`config.mk`:
```
export PLATFORM = sky130hd
export DESIGN_NAME = dff
export DESIGN_NICKNAME = d
export VERILOG_FILES = /design/src/rtl/dff.sv
export SDC_FILE = /design/constraint.sdc
export NUM_CORES = 1
export LEC_CHECK = 0
export ABC_CLOCK_PERIOD_IN_PS = 1250
export CELL_PAD_IN_SITES_DETAIL_PLACEMENT = 0
export CELL_PAD_IN_SITES_GLOBAL_PLACEMENT = 1
export CORE_AREA = 2 2 39 41
export CTS_CLUSTER_DIAMETER = 30
export DETAILED_ROUTE_END_ITERATION = 6
export DIE_AREA = 0 0 41 43
export PLACE_DENSITY_LB_ADDON = 0.1
export SYNTH_ARGS = -nofsm -noshare
export SYNTH_HDL_FRONTEND = slang
export SYNTH_SLANG_ARGS = --single-unit
```
`constraint.sdc`:
```
create_clock -name clk -period 1.25 [get_ports clk]
set_clock_uncertainty 0.2 [all_clocks]
set_input_delay 0.1875 -clock clk [delete_from_list [all_inputs] [get_ports clk]]
set_output_delay 0.1875 -clock clk [all_outputs]
set_load 0.02 [all_outputs]
```
`src/rtl/dff.sv`:
```
// Enabled D register with synchronous active-high reset; STAGES > 1 chains identical
// enabled stages into a delay line that only advances on enabled edges.
module dff #(
    parameter int unsigned WIDTH = 8,
    parameter logic [WIDTH-1:0] RESET_VALUE = '0,
    parameter int unsigned STAGES = 1
) (
    input  logic             clk,
    input  logic             rst,
    input  logic             en,
    input  logic [WIDTH-1:0] d,
    output logic [WIDTH-1:0] q
);

    logic [WIDTH-1:0] stage_q [STAGES];
    logic [WIDTH-1:0] stage_d [STAGES];

    // The whole chain shifts as one on an enabled edge, otherwise every stage holds.
    always_comb begin
        stage_d = stage_q;
        if (en) begin
            stage_d[0] = d;
            for (int unsigned i = 1; i < STAGES; i++) begin
                stage_d[i] = stage_q[i-1];
            end
        end
    end

    always_ff @(posedge clk) begin
        if (rst) begin
            for (int unsigned i = 0; i < STAGES; i++) begin
                stage_q[i] <= RESET_VALUE;
            end
        end else begin
            stage_q <= stage_d;
        end
    end

    assign q = stage_q[STAGES-1];

endmodule

```
==> metrics.log, run 1 <==
[metrics] RSZ-0062 raised after global routing: false
[metrics] initial core utilization: about 21%
[metrics] count of TritonRoute iterations in the first routing pass: 3
[metrics] antenna diode count: 0
[metrics] largest voltage drop on the vdd net: around 0.00045 V
[metrics] crit start category: primary input
[metrics] leakage power total: 0.240 nW
[metrics] netlist area before placement: ~290 um^2
[metrics] slew at the pin with the worst max-slew slack: between 100 and 150 ps
[metrics] total of buffers placed on input and output ports: 18
[metrics] clock tree from TritonCTS: yes
[metrics] register bit total from synthesis: 8
[metrics] classification of the worst-slack hold path: flop to flop
[metrics] clock root buffer: sky130_fd_sc_hd__clkbuf_4
[metrics] count of different cell masters after synthesis: 5
[metrics] boundary pin count: 19
[metrics] Setup crit end kind: flop
[metrics] cell accounting for the most synthesized area: sky130_fd_sc_hd__dfxtp_1
[metrics] startpoint of the worst setup timing path: en
[metrics] CTS sink count: 8
[metrics] number of maximum-capacitance constraint violations: 0
[metrics] count of final max-slew check failures: 0
[metrics] overall routing resource usage: under 10%
[metrics] WHS Path Cells: 2
[metrics] run status: completed
[metrics] dpl ws: -121 ps
[metrics] overall via count from detail_route: 256
[metrics] initial detailed-routing violation count: 2
[metrics] number of placement rows: 14
[metrics] Gate power share: 18.8%
[metrics] number of nets in the layout: 62
[metrics] largest cells by area after synthesis: sky130_fd_sc_hd__dfxtp_1 (56%), sky130_fd_sc_hd__mux2i_1 (28%), sky130_fd_sc_hd__nor2_1 (11%), sky130_fd_sc_hd__buf_6 (3.9%), sky130_fd_sc_hd__buf_1 (1.3%)
[metrics] number of nets in the synthesized netlist: 37
[metrics] Setup CP Type: primary input to flop
[metrics] worst reg2reg path startpoint: q[0]
[metrics] deepest clock path buffer count: 2
[metrics] Setup Buffers After CTS: 0
[metrics] number of placed instances with taps included: 62
[metrics] Net Sw Frac: a little under a quarter
[metrics] hold_sp: q[3]
[metrics] wire length of the first global-routing pass: roughly 1100 um
[metrics] Fillers: 153
[metrics] number of standard cells in the layout, taps in and fillers out: between 60 and 70
[metrics] fraction of the yosys area taken by sequential cells: 56.1%
[metrics] minimum period implied by the final worst setup slack: 1130 ps
[metrics] Placeable Area: around 1400 um^2
[metrics] top fanout value on the critical path: 4
[metrics] Remaining Overflow, GRT: 0
[metrics] vias in the first global route: around 280
[metrics] Avg Vias per Cell: around 4
[metrics] clock-pin slew reported for the worst setup and hold paths after clock tree synthesis: 50 ps
[metrics] Hold Fails Final Rpt: 0
[metrics] post-synthesis to final-layout area growth: 69.3%
[metrics] width of the die: 41 um
[metrics] number of warnings printed during yosys synthesis: 0
[metrics] count of nets left with antenna violations after detail routing: 0
[metrics] mean area per synthesized cell: 11.0 um^2
[metrics] deepest level of the CTS H-tree: 1
[metrics] Final Worst Setup Slack: 124 ps
[metrics] flip-flop count of the largest register, all copies and words added: 8
[metrics] sequential fraction of design power: between 40% and 50%
[metrics] Int Pwr: 0.440 mW
[metrics] Slew HR: 90.1%
[metrics] pwr dens: 1200 nW/um^2
[metrics] clock latency on the worst-skew pair: 250 ps
[metrics] wire length per cell: 10.7 um
[metrics] drt total wl: 694 um
[metrics] fraction of final layout cells sized beyond drive strength 1: 30.6%
[metrics] final setup fails: 0
[metrics] power spent charging and discharging nets: ~0.14 mW
[metrics] post-synthesis instance total: 26
[metrics] worst path required time: around 1200 ps
[metrics] maximum number of pins on one net before global-route repair: 5
[metrics] ratio of final minimum period to clock period: approximately nine tenths
[metrics] Die ar.: 1760 um^2
[metrics] Worst EP arrival: 1070 ps
[metrics] FMAX: 888 MHz
[metrics] path depth of the worst reg2reg path: 2
[metrics] height of the die: 43 um
[metrics] worst-case hold path end point: q[3]
[metrics] antenna violations before repair: 0
[metrics] final weighted congestion in routability-driven placement: 0.615
[metrics] worst setup slack for register-to-register paths: between 400 and 500 ps
[metrics] endpoint of the worst register-to-register path: q[0]
[metrics] Synth top area share: 56.1%
[metrics] Clock Power Share: roughly a third
[metrics] Inserted Clock Buffers: 3
[metrics] count of unresolved DRC violations after routing: 0
[metrics] total half-perimeter wirelength after legalization and detailed placement: 533 um
-- worst max-delay path by stage --
stage / cells after the start / slack [ps] / end
after floorplan: 2 / 400 / q[0]
after global placement: 4 / -110 / q[3]
after detailed placement: 4 / -120 / q[2]
after CTS: 1 / 9 / q[2]
after global routing: 4 / 60 / q[3]
final: 4 / 120 / q[0]
-- through the flow --
step / instance area (um^2) / utilization, % / setup TNS [ps] / hold slack [ps] / power [mW]
final: 483 / 34.9 / 0 / 295 / 0.578
after global routing: 483 / 34.9 / 0 / 328 / 0.613
after CTS: 533 / 38.5 / 0 / 308 / 0.601
after detailed placement: 500 / 36.2 / -1310 / 294 / 0.406
after global placement: 500 / 36.2 / -1200 / 271 / 0.403
after floorplan: 285 / - / 0 / 135 / 0.334
-- layout make-up --
cell class | instances | area (um^2) | area share [%]
timing repair buffer | 22 | 170 | 35.2
sequential | 8 | 160 | 33.2
multi-input combinational | 16 | 110 | 22.8
clock buffer | 3 | 22.5 | 4.66
tap | 16 | 20.0 | 4.15
-- cells in the final DEF, fill, tap and decap left out --
cell type	Yosys	layout
sky130_fd_sc_hd__clkdlybuf4s50_1	0	10
sky130_fd_sc_hd__mux2i_1	8	8
sky130_fd_sc_hd__nor2_1	8	8
sky130_fd_sc_hd__buf_2	0	8
sky130_fd_sc_hd__dfxtp_1	8	8
sky130_fd_sc_hd__buf_4	0	4
sky130_fd_sc_hd__clkbuf_4	0	3
-- cell usage after synthesis, drive strengths merged --
master / n
dfxtp: 8
mux2i: 8
nor2: 8
buf: 2
-- worst max-delay path: stages --
cell and delay (ps):
sky130_fd_sc_hd__clkdlybuf4s50_1 480, sky130_fd_sc_hd__buf_4 150, sky130_fd_sc_hd__mux2i_1 200, sky130_fd_sc_hd__nor2_1 50
-- metal layers --
| metal | global-route usage (%) | vias to the layer above | part of all wire (%) |
|---|---|---|---|
| met5 | 0 | - | 0 |
| met4 | 6.00 | 0 | 0 |
| met3 | 3.66 | 0 | 11 |
| met2 | 13.4 | 10 | 47 |
| met1 | 10.4 | 113 | 41 |
| li1 | - | 133 | - |
-- power groups by stage --
stage	clock, mW	combinational, mW	sequential [mW]
final	0.192	0.108	0.277
after global routing	0.218	0.117	0.278
after CTS	0.204	0.119	0.278
after detailed placement	0	0.123	0.283
after global placement	0	0.121	0.283
after floorplan	0	0.0324	0.302
-- logic make-up (layout without fill, tap and decap cells) --
kind of cell,count (synthesis),after routing,synth area share (%)
muxes,8,8,28.1
and+or+nand+nor,8,8,10.5
DFF,8,8,56.1
buffers and inverters,2,25,5.26
-- timing repair --
item / 4_1_cts / 5_1_grt
hold buffers: 0 / 0
gates resized for setup: 24 / 8
setup endpoints to repair: 8 / 8
Power figures use the tool's default switching activity.
==> inputs of run 2 (changes only) <==
--- a/config.mk
+++ b/config.mk
@@ -12,7 +12,7 @@
 export CTS_CLUSTER_DIAMETER = 30
 export DETAILED_ROUTE_END_ITERATION = 6
 export DIE_AREA = 0 0 41 43
-export PLACE_DENSITY_LB_ADDON = 0.1
+export PLACE_DENSITY = 0.8
 export SYNTH_ARGS = -nofsm -noshare
 export SYNTH_HDL_FRONTEND = slang
 export SYNTH_SLANG_ARGS = --single-unit
==> run 2 against run 1 <==
  * Sequential power barely moved
  * Global-route usage fell by 2.1 points
  * Worst setup slack got worse by 94 ps
  * Critical path depth fell by 3
  * Register-to-register slack barely moved
  * Non-clock buffer count fell by 3
==> metrics.log, run 2 (synthesized netlist as in run 1, its figures left out) <==
[metrics] number of placement rows: 14 (unchanged)
[metrics] multi-input logic area: 110 um^2 (unchanged)
[metrics] overall routing resource usage: 7.06% (was 9.16%)
[metrics] wire length per cell: 9.76 um (was 10.7 um)
[metrics] boundary pin count: 19 (unchanged)
[metrics] Worst EP arrival: 830 ps (was 1070 ps)
[metrics] stage delay of the slowest cell on the critical path: 330 ps (was 480 ps)
[metrics] M2 GR Usage: 8.44% (was 13.4%)
[metrics] fraction of final layout cells sized beyond drive strength 1: 26.1% (was 30.6%)
[metrics] largest voltage drop on the vdd net: 0.000383 V (was 0.000450 V)
[metrics] global routing usage on met1: 7.82% (was 10.4%)
[metrics] deepest level of the CTS H-tree: 1 (unchanged)
[metrics] quantity of hold-fixing buffers added after cts: 0 (unchanged)
[metrics] sum of buffers and inverters on the critical path: 1 (was 2)
[metrics] height of the die: 43 um (unchanged)
[metrics] total of buffers placed on input and output ports: 18 (unchanged)
[metrics] Final Hold Slack: 287 ps (was 295 ps)
[metrics] count of nets left with antenna violations after detail routing: 0 (unchanged)
[metrics] slew at the pin with the worst max-slew slack: 265 ps (was 144 ps)
[metrics] Setup crit end kind: output pin (was flop)
[metrics] cell chain of the critical path: clkdlybuf4s15_2 (was clkdlybuf4s50_1 > buf_4 > mux2i_1 > nor2_1)
[metrics] number of placed instances with taps included: 59 (was 62)
[metrics] global routing's busiest layer: met2 (unchanged)
[metrics] width of the die: 41 um (unchanged)
[metrics] final weighted congestion in routability-driven placement: 0.529 (was 0.615)
[metrics] count of final max-slew check failures: 0 (unchanged)
[metrics] leakage power total: 0.228 nW (was 0.240 nW)
[metrics] total power after layout: 0.577 mW (was 0.578 mW)
[metrics] RSZ-0062 raised after global routing: false (unchanged)
[metrics] most frequent cells in the layout: sky130_fd_sc_hd__clkdlybuf4s50_1 (10), sky130_fd_sc_hd__mux2i_1 (8), sky130_fd_sc_hd__nor2_1 (8), sky130_fd_sc_hd__dfxtp_1 (8), sky130_fd_sc_hd__buf_2 (5) (was sky130_fd_sc_hd__clkdlybuf4s50_1 (10), sky130_fd_sc_hd__mux2i_1 (8), sky130_fd_sc_hd__nor2_1 (8), sky130_fd_sc_hd__buf_2 (8), sky130_fd_sc_hd__dfxtp_1 (8))
[metrics] Remaining Overflow, GRT: 0 (unchanged)
[metrics] vias in the first global route: 218 (was 278)
[metrics] met3 usage in global routing: 3.66% (unchanged)
[metrics] number of maximum-capacitance constraint violations: 0 (unchanged)
[metrics] most common cell after layout, fill and taps aside: sky130_fd_sc_hd__clkdlybuf4s50_1 (unchanged)
[metrics] total half-perimeter wirelength after legalization and detailed placement: 451 um (was 533 um)
[metrics] crit start category: flop (was primary input)
[metrics] post-route cell area: 492 um^2 (was 483 um^2)
[metrics] clock latency on the worst-skew pair: 240 ps (was 250 ps)
[metrics] number of nets in the layout: 59 (was 62)
[metrics] Hold Fails Final Rpt: 0 (unchanged)
[metrics] Setup CP Type: flop to output pin (was primary input to flop)
[metrics] wire length of the first global-routing pass: 779 um (was 1060 um)
[metrics] Placeable Area: 1380 um^2 (unchanged)
[metrics] antenna diode count: 0 (unchanged)
[metrics] Slew HR: 82.3% (was 90.1%)
[metrics] ratio of final minimum period to clock period: 97.6% (was 90.1%)
[metrics] Setup Buffers After CTS: 0 (unchanged)
[metrics] overall via count from detail_route: 249 (was 256)
[metrics] top cell family by delay on the critical path: flip-flops (was buffers and inverters)
[metrics] maximum number of pins on one net before global-route repair: 9 (was 5)
[metrics] CTS sink count: 8 (unchanged)
[metrics] flip-flop count of the largest register, all copies and words added: 8 (unchanged)
[metrics] pwr dens: 1170 nW/um^2 (was 1200 nW/um^2)
[metrics] FMAX: 820 MHz (was 888 MHz)
[metrics] Fillers: 153 (unchanged)
[metrics] instance area after placement: 490 um^2 (was 500 um^2)
[metrics] sequential cell area: 160 um^2 (unchanged)
[metrics] classification of the worst-slack hold path: flop to flop (unchanged)
[metrics] worst setup slack for register-to-register paths: 450 ps (about the same)
[metrics] count of unresolved DRC violations after routing: 0 (unchanged)
[metrics] initial core utilization: 20.6% (unchanged)
[metrics] deepest clock path buffer count: 2 (unchanged)
[metrics] clock-pin slew reported for the worst setup and hold paths after clock tree synthesis: 50 ps (about the same)
[metrics] Inserted Clock Buffers: 3 (unchanged)
[metrics] worst path required time: 860 ps (was 1190 ps)
[metrics] number of standard cells in the layout, taps in and fillers out: 62 (was 65)
[metrics] minimum period implied by the final worst setup slack: 1220 ps (was 1130 ps)
[metrics] Die ar.: 1760 um^2 (unchanged)
[metrics] run status: completed (unchanged)
[metrics] initial detailed-routing violation count: 1 (was 2)
[metrics] count of TritonRoute iterations in the first routing pass: 2 (was 3)
[metrics] antenna violations before repair: 0 (unchanged)
[metrics] Critical-path top delay cell: sky130_fd_sc_hd__dfxtp_1 (was sky130_fd_sc_hd__clkdlybuf4s50_1)
[metrics] top fanout value on the critical path: 2 (was 4)
[metrics] post-synthesis to final-layout area growth: 72.4% (was 69.3%)
[metrics] drt total wl: 605 um (was 694 um)
[metrics] clock tree from TritonCTS: yes (unchanged)
[metrics] Avg Vias per Cell: 4.02 (was 3.94)
[metrics] final design utilization: 35.5% (was 34.9%)
[metrics] clock root buffer: sky130_fd_sc_hd__clkbuf_4 (unchanged)
[metrics] final setup fails: 0 (unchanged)
==> run 2: cell types whose count changed in the layout (fill, tap and decap cells not counted), sizes merged <==
cell	change
clkdlybuf4s15	+3
buf	-6
==> run 2: layout make-up <==
class                           instances  share of cell area (%)
Multi-Input combinational cell         16                    22.4
Clock buffer                            3                    4.58
Tap cell                               16                    4.07
Timing Repair Buffer                   19                    36.4
Sequential cell                         8                    32.6
==> run 2: metrics by stage <==
step	setup TNS [ps]	setup WS, ps
6_report	0	30.2
5_1_grt	0	2.07
4_1_cts	0	2.15
3_5_place_dp	-1670	-172
3_3_place_gp	-1470	-140
2_1_floorplan	0	399
==> run 2: timing repair <==
| item | CTS | global route |
|---|---|---|
| gates cloned | 0 | 0 |
| endpoints found under the setup margin | 8 | 5 |
| resized for setup | 24 | 5 |
==> run 2: worst min-delay path, stage by stage (launching register included) <==
cell,delay (ps)
sky130_fd_sc_hd__dfxtp_1,320
sky130_fd_sc_hd__mux2i_1,60
sky130_fd_sc_hd__nor2_1,70
==> run 2: path summary, 6_finish.rpt <==
kind,start,to,cells after the start
worst max-delay path,q[2],q[2],1
worst min-delay path,q[1],q[1],2
worst max register to register,q[4],q[4],2
worst min register to register,q[1],q[1],2
==> run 2: where the power goes <==
group	total (mW)	leakage (nW)	internal [mW]	switching (mW)
registers	0.277	0.0661	0.271	0.00687
logic	0.108	0.148	0.0618	0.0462
clock network	0.192	0.0138	0.110	0.0823
total	0.577	0.228	0.442	0.135
==> run 2: metal layers <==
layer / routed length [um] / part of all wire, %
met2: 267 / 44
met3: 76 / 13
met5: 0 / 0
met4: 0 / 0
met1: 261 / 43
==> inputs of run 3 (changes only) <==
--- a/config.mk
+++ b/config.mk
@@ -13,6 +13,7 @@
 export DETAILED_ROUTE_END_ITERATION = 6
 export DIE_AREA = 0 0 41 43
 export PLACE_DENSITY = 0.8
+export SETUP_SLACK_MARGIN = 0.2
 export SYNTH_ARGS = -nofsm -noshare
 export SYNTH_HDL_FRONTEND = slang
 export SYNTH_SLANG_ARGS = --single-unit
==> run 3 against run 2 <==
  * Critical path depth is the same
  * Sequential share of layout area shrank 1.0 points
  * Die area is the same
  * Clock-buffer cell count is the same
  * Fmax grew 13%
  * Wire length grew 1.5%
  * Sequential power grew 3%
==> metrics.log, run 3 (synthesized netlist as in run 1, its figures left out) <==
[metrics] count of final max-slew check failures: 0 (unchanged)
[metrics] Die ar.: 1760 um^2 (unchanged)
[metrics] vias in the first global route: 225 (was 218)
[metrics] worst path required time: 860 ps (about the same)
[metrics] slew at the pin with the worst max-slew slack: 262 ps (was 265 ps)
[metrics] boundary pin count: 19 (unchanged)
[metrics] deepest level of the CTS H-tree: 1 (unchanged)
[metrics] ratio of final minimum period to clock period: 86.6% (was 97.6%)
[metrics] height of the die: 43 um (unchanged)
[metrics] Setup TNS: 0 ps (unchanged)
[metrics] Hold Fails Final Rpt: 0 (unchanged)
[metrics] Setup crit end kind: output pin (unchanged)
[metrics] count of unresolved DRC violations after routing: 0 (unchanged)
[metrics] Fillers: 152 (was 153)
[metrics] wire length of the first global-routing pass: 800 um (was 779 um)
[metrics] crit start category: flop (unchanged)
[metrics] number of standard cells in the layout, taps in and fillers out: 63 (was 62)
[metrics] total power after layout: 0.600 mW (was 0.577 mW)
[metrics] overall routing resource usage: 7.16% (was 7.06%)
[metrics] Avg Vias per Cell: 4.05 (was 4.02)
[metrics] Placeable Area: 1380 um^2 (unchanged)
[metrics] wire length per cell: 9.75 um (was 9.76 um)
[metrics] clock tree from TritonCTS: yes (unchanged)
[metrics] classification of the worst-slack hold path: flop to flop (unchanged)
[metrics] number of maximum-capacitance constraint violations: 0 (unchanged)
[metrics] width of the die: 41 um (unchanged)
[metrics] number of nets in the layout: 60 (was 59)
[metrics] CTS sink count: 8 (unchanged)
[metrics] minimum period implied by the final worst setup slack: 1080 ps (was 1220 ps)
[metrics] total half-perimeter wirelength after legalization and detailed placement: 451 um (unchanged)
[metrics] RSZ-0062 raised after global routing: true (was false)
[metrics] pwr dens: 1110 nW/um^2 (was 1170 nW/um^2)
[metrics] leakage power total: 0.249 nW (was 0.228 nW)
[metrics] FMAX: 924 MHz (was 820 MHz)
[metrics] clock-pin slew reported for the worst setup and hold paths after clock tree synthesis: 60 ps (was 50 ps)
[metrics] count of TritonRoute iterations in the first routing pass: 4 (was 2)
[metrics] quantity of hold-fixing buffers added after cts: 0 (unchanged)
[metrics] final weighted congestion in routability-driven placement: 0.529 (unchanged)
[metrics] final setup fails: 0 (unchanged)
[metrics] top fanout value on the critical path: 2 (unchanged)
[metrics] flip-flop count of the largest register, all copies and words added: 8 (unchanged)
[metrics] stage delay of the slowest cell on the critical path: 330 ps (about the same)
[metrics] Critical-path top delay cell: sky130_fd_sc_hd__dfxtp_2 (was sky130_fd_sc_hd__dfxtp_1)
[metrics] deepest clock path buffer count: 2 (unchanged)
[metrics] sum of buffers and inverters on the critical path: 1 (unchanged)
[metrics] Slew HR: 82.5% (was 82.3%)
[metrics] number of placed instances with taps included: 59 (unchanged)
[metrics] count of nets left with antenna violations after detail routing: 0 (unchanged)
[metrics] drt total wl: 614 um (was 605 um)
[metrics] number of placement rows: 14 (unchanged)
[metrics] Remaining Overflow, GRT: 0 (unchanged)
[metrics] Setup CP Type: flop to output pin (unchanged)
[metrics] clock root buffer: sky130_fd_sc_hd__clkbuf_4 (unchanged)
[metrics] total of buffers placed on input and output ports: 18 (unchanged)
[metrics] initial detailed-routing violation count: 1 (unchanged)
[metrics] most frequent cells in the layout: sky130_fd_sc_hd__clkdlybuf4s50_1 (9), sky130_fd_sc_hd__mux2i_1 (8), sky130_fd_sc_hd__nor2_1 (8), sky130_fd_sc_hd__buf_6 (8), sky130_fd_sc_hd__dfxtp_2 (8) (was sky130_fd_sc_hd__clkdlybuf4s50_1 (10), sky130_fd_sc_hd__mux2i_1 (8), sky130_fd_sc_hd__nor2_1 (8), sky130_fd_sc_hd__dfxtp_1 (8), sky130_fd_sc_hd__buf_2 (5))
[metrics] top cell family by delay on the critical path: flip-flops (unchanged)
[metrics] largest voltage drop on the vdd net: 0.000387 V (was 0.000383 V)
[metrics] most common cell after layout, fill and taps aside: sky130_fd_sc_hd__clkdlybuf4s50_1 (unchanged)
[metrics] maximum number of pins on one net before global-route repair: 9 (unchanged)
[metrics] Worst EP arrival: 690 ps (was 830 ps)
[metrics] post-synthesis to final-layout area growth: 89.0% (was 72.4%)
[metrics] Inserted Clock Buffers: 3 (unchanged)
[metrics] cell chain of the critical path: buf_6 (was clkdlybuf4s15_2)
[metrics] antenna diode count: 0 (unchanged)
[metrics] overall via count from detail_route: 255 (was 249)
[metrics] fraction of final layout cells sized beyond drive strength 1: 44.7% (was 26.1%)
[metrics] antenna violations before repair: 0 (unchanged)
[metrics] run status: completed (unchanged)
[metrics] initial core utilization: 20.6% (unchanged)
[metrics] clock latency on the worst-skew pair: 240 ps (about the same)
[run 3: area by class of cell]
type                            instances  area (um^2)  area share, %
Tap cell                               16         20.0           3.71
Clock buffer                            3         22.5           4.18
Sequential cell                         8          170           31.6
Multi-Input combinational cell         16          110           20.4
Timing Repair Buffer                   20          216           40.1
[run 3: power by group]
part | switching [mW] | internal [mW] | total [mW]
clock network | 0.0833 | 0.110 | 0.193
logic | 0.0469 | 0.0764 | 0.123
registers | 0.00997 | 0.274 | 0.284
[run 3: stage by stage]
stage / instance area (um^2) / hold WS [ps] / util (%) / setup slack, ps
global route: 539 / 314 / 39.0 / 143
CTS: 532 / 305 / 38.4 / 103
global placement: 490 / 275 / 35.4 / -140
detailed placement: 490 / 287 / 35.4 / -172
floorplan: 285 / 135 / - / 399
finish: 539 / 298 / 39.0 / 168
[run 3: path summary, 6_finish.rpt]
path                            start    to  slack (ps)  cells after the start
worst min-delay path             q[2]  q[2]         300                      2
worst max register to register   q[6]  q[6]         330                      3
worst max-delay path             q[7]  q[7]         170                      1
worst min register to register   q[2]  q[2]         300                      2
[run 3: repair_timing]
item                                    in CTS  in global routing
endpoints found under the setup margin      16                  8
endpoints found under the hold margin        0                  0
pin swaps                                    0                  0
gates resized for setup                     54                  3
setup buffers                                1                  0
[run 3: per-layer routing]
metal	part of all wire [%]	GRT usage [%]	vias up
met5	0	0	-
met4	0	8.00	0
met3	12	3.66	0
met2	46	8.44	12
met1	42	8.17	116
li1	-	-	127
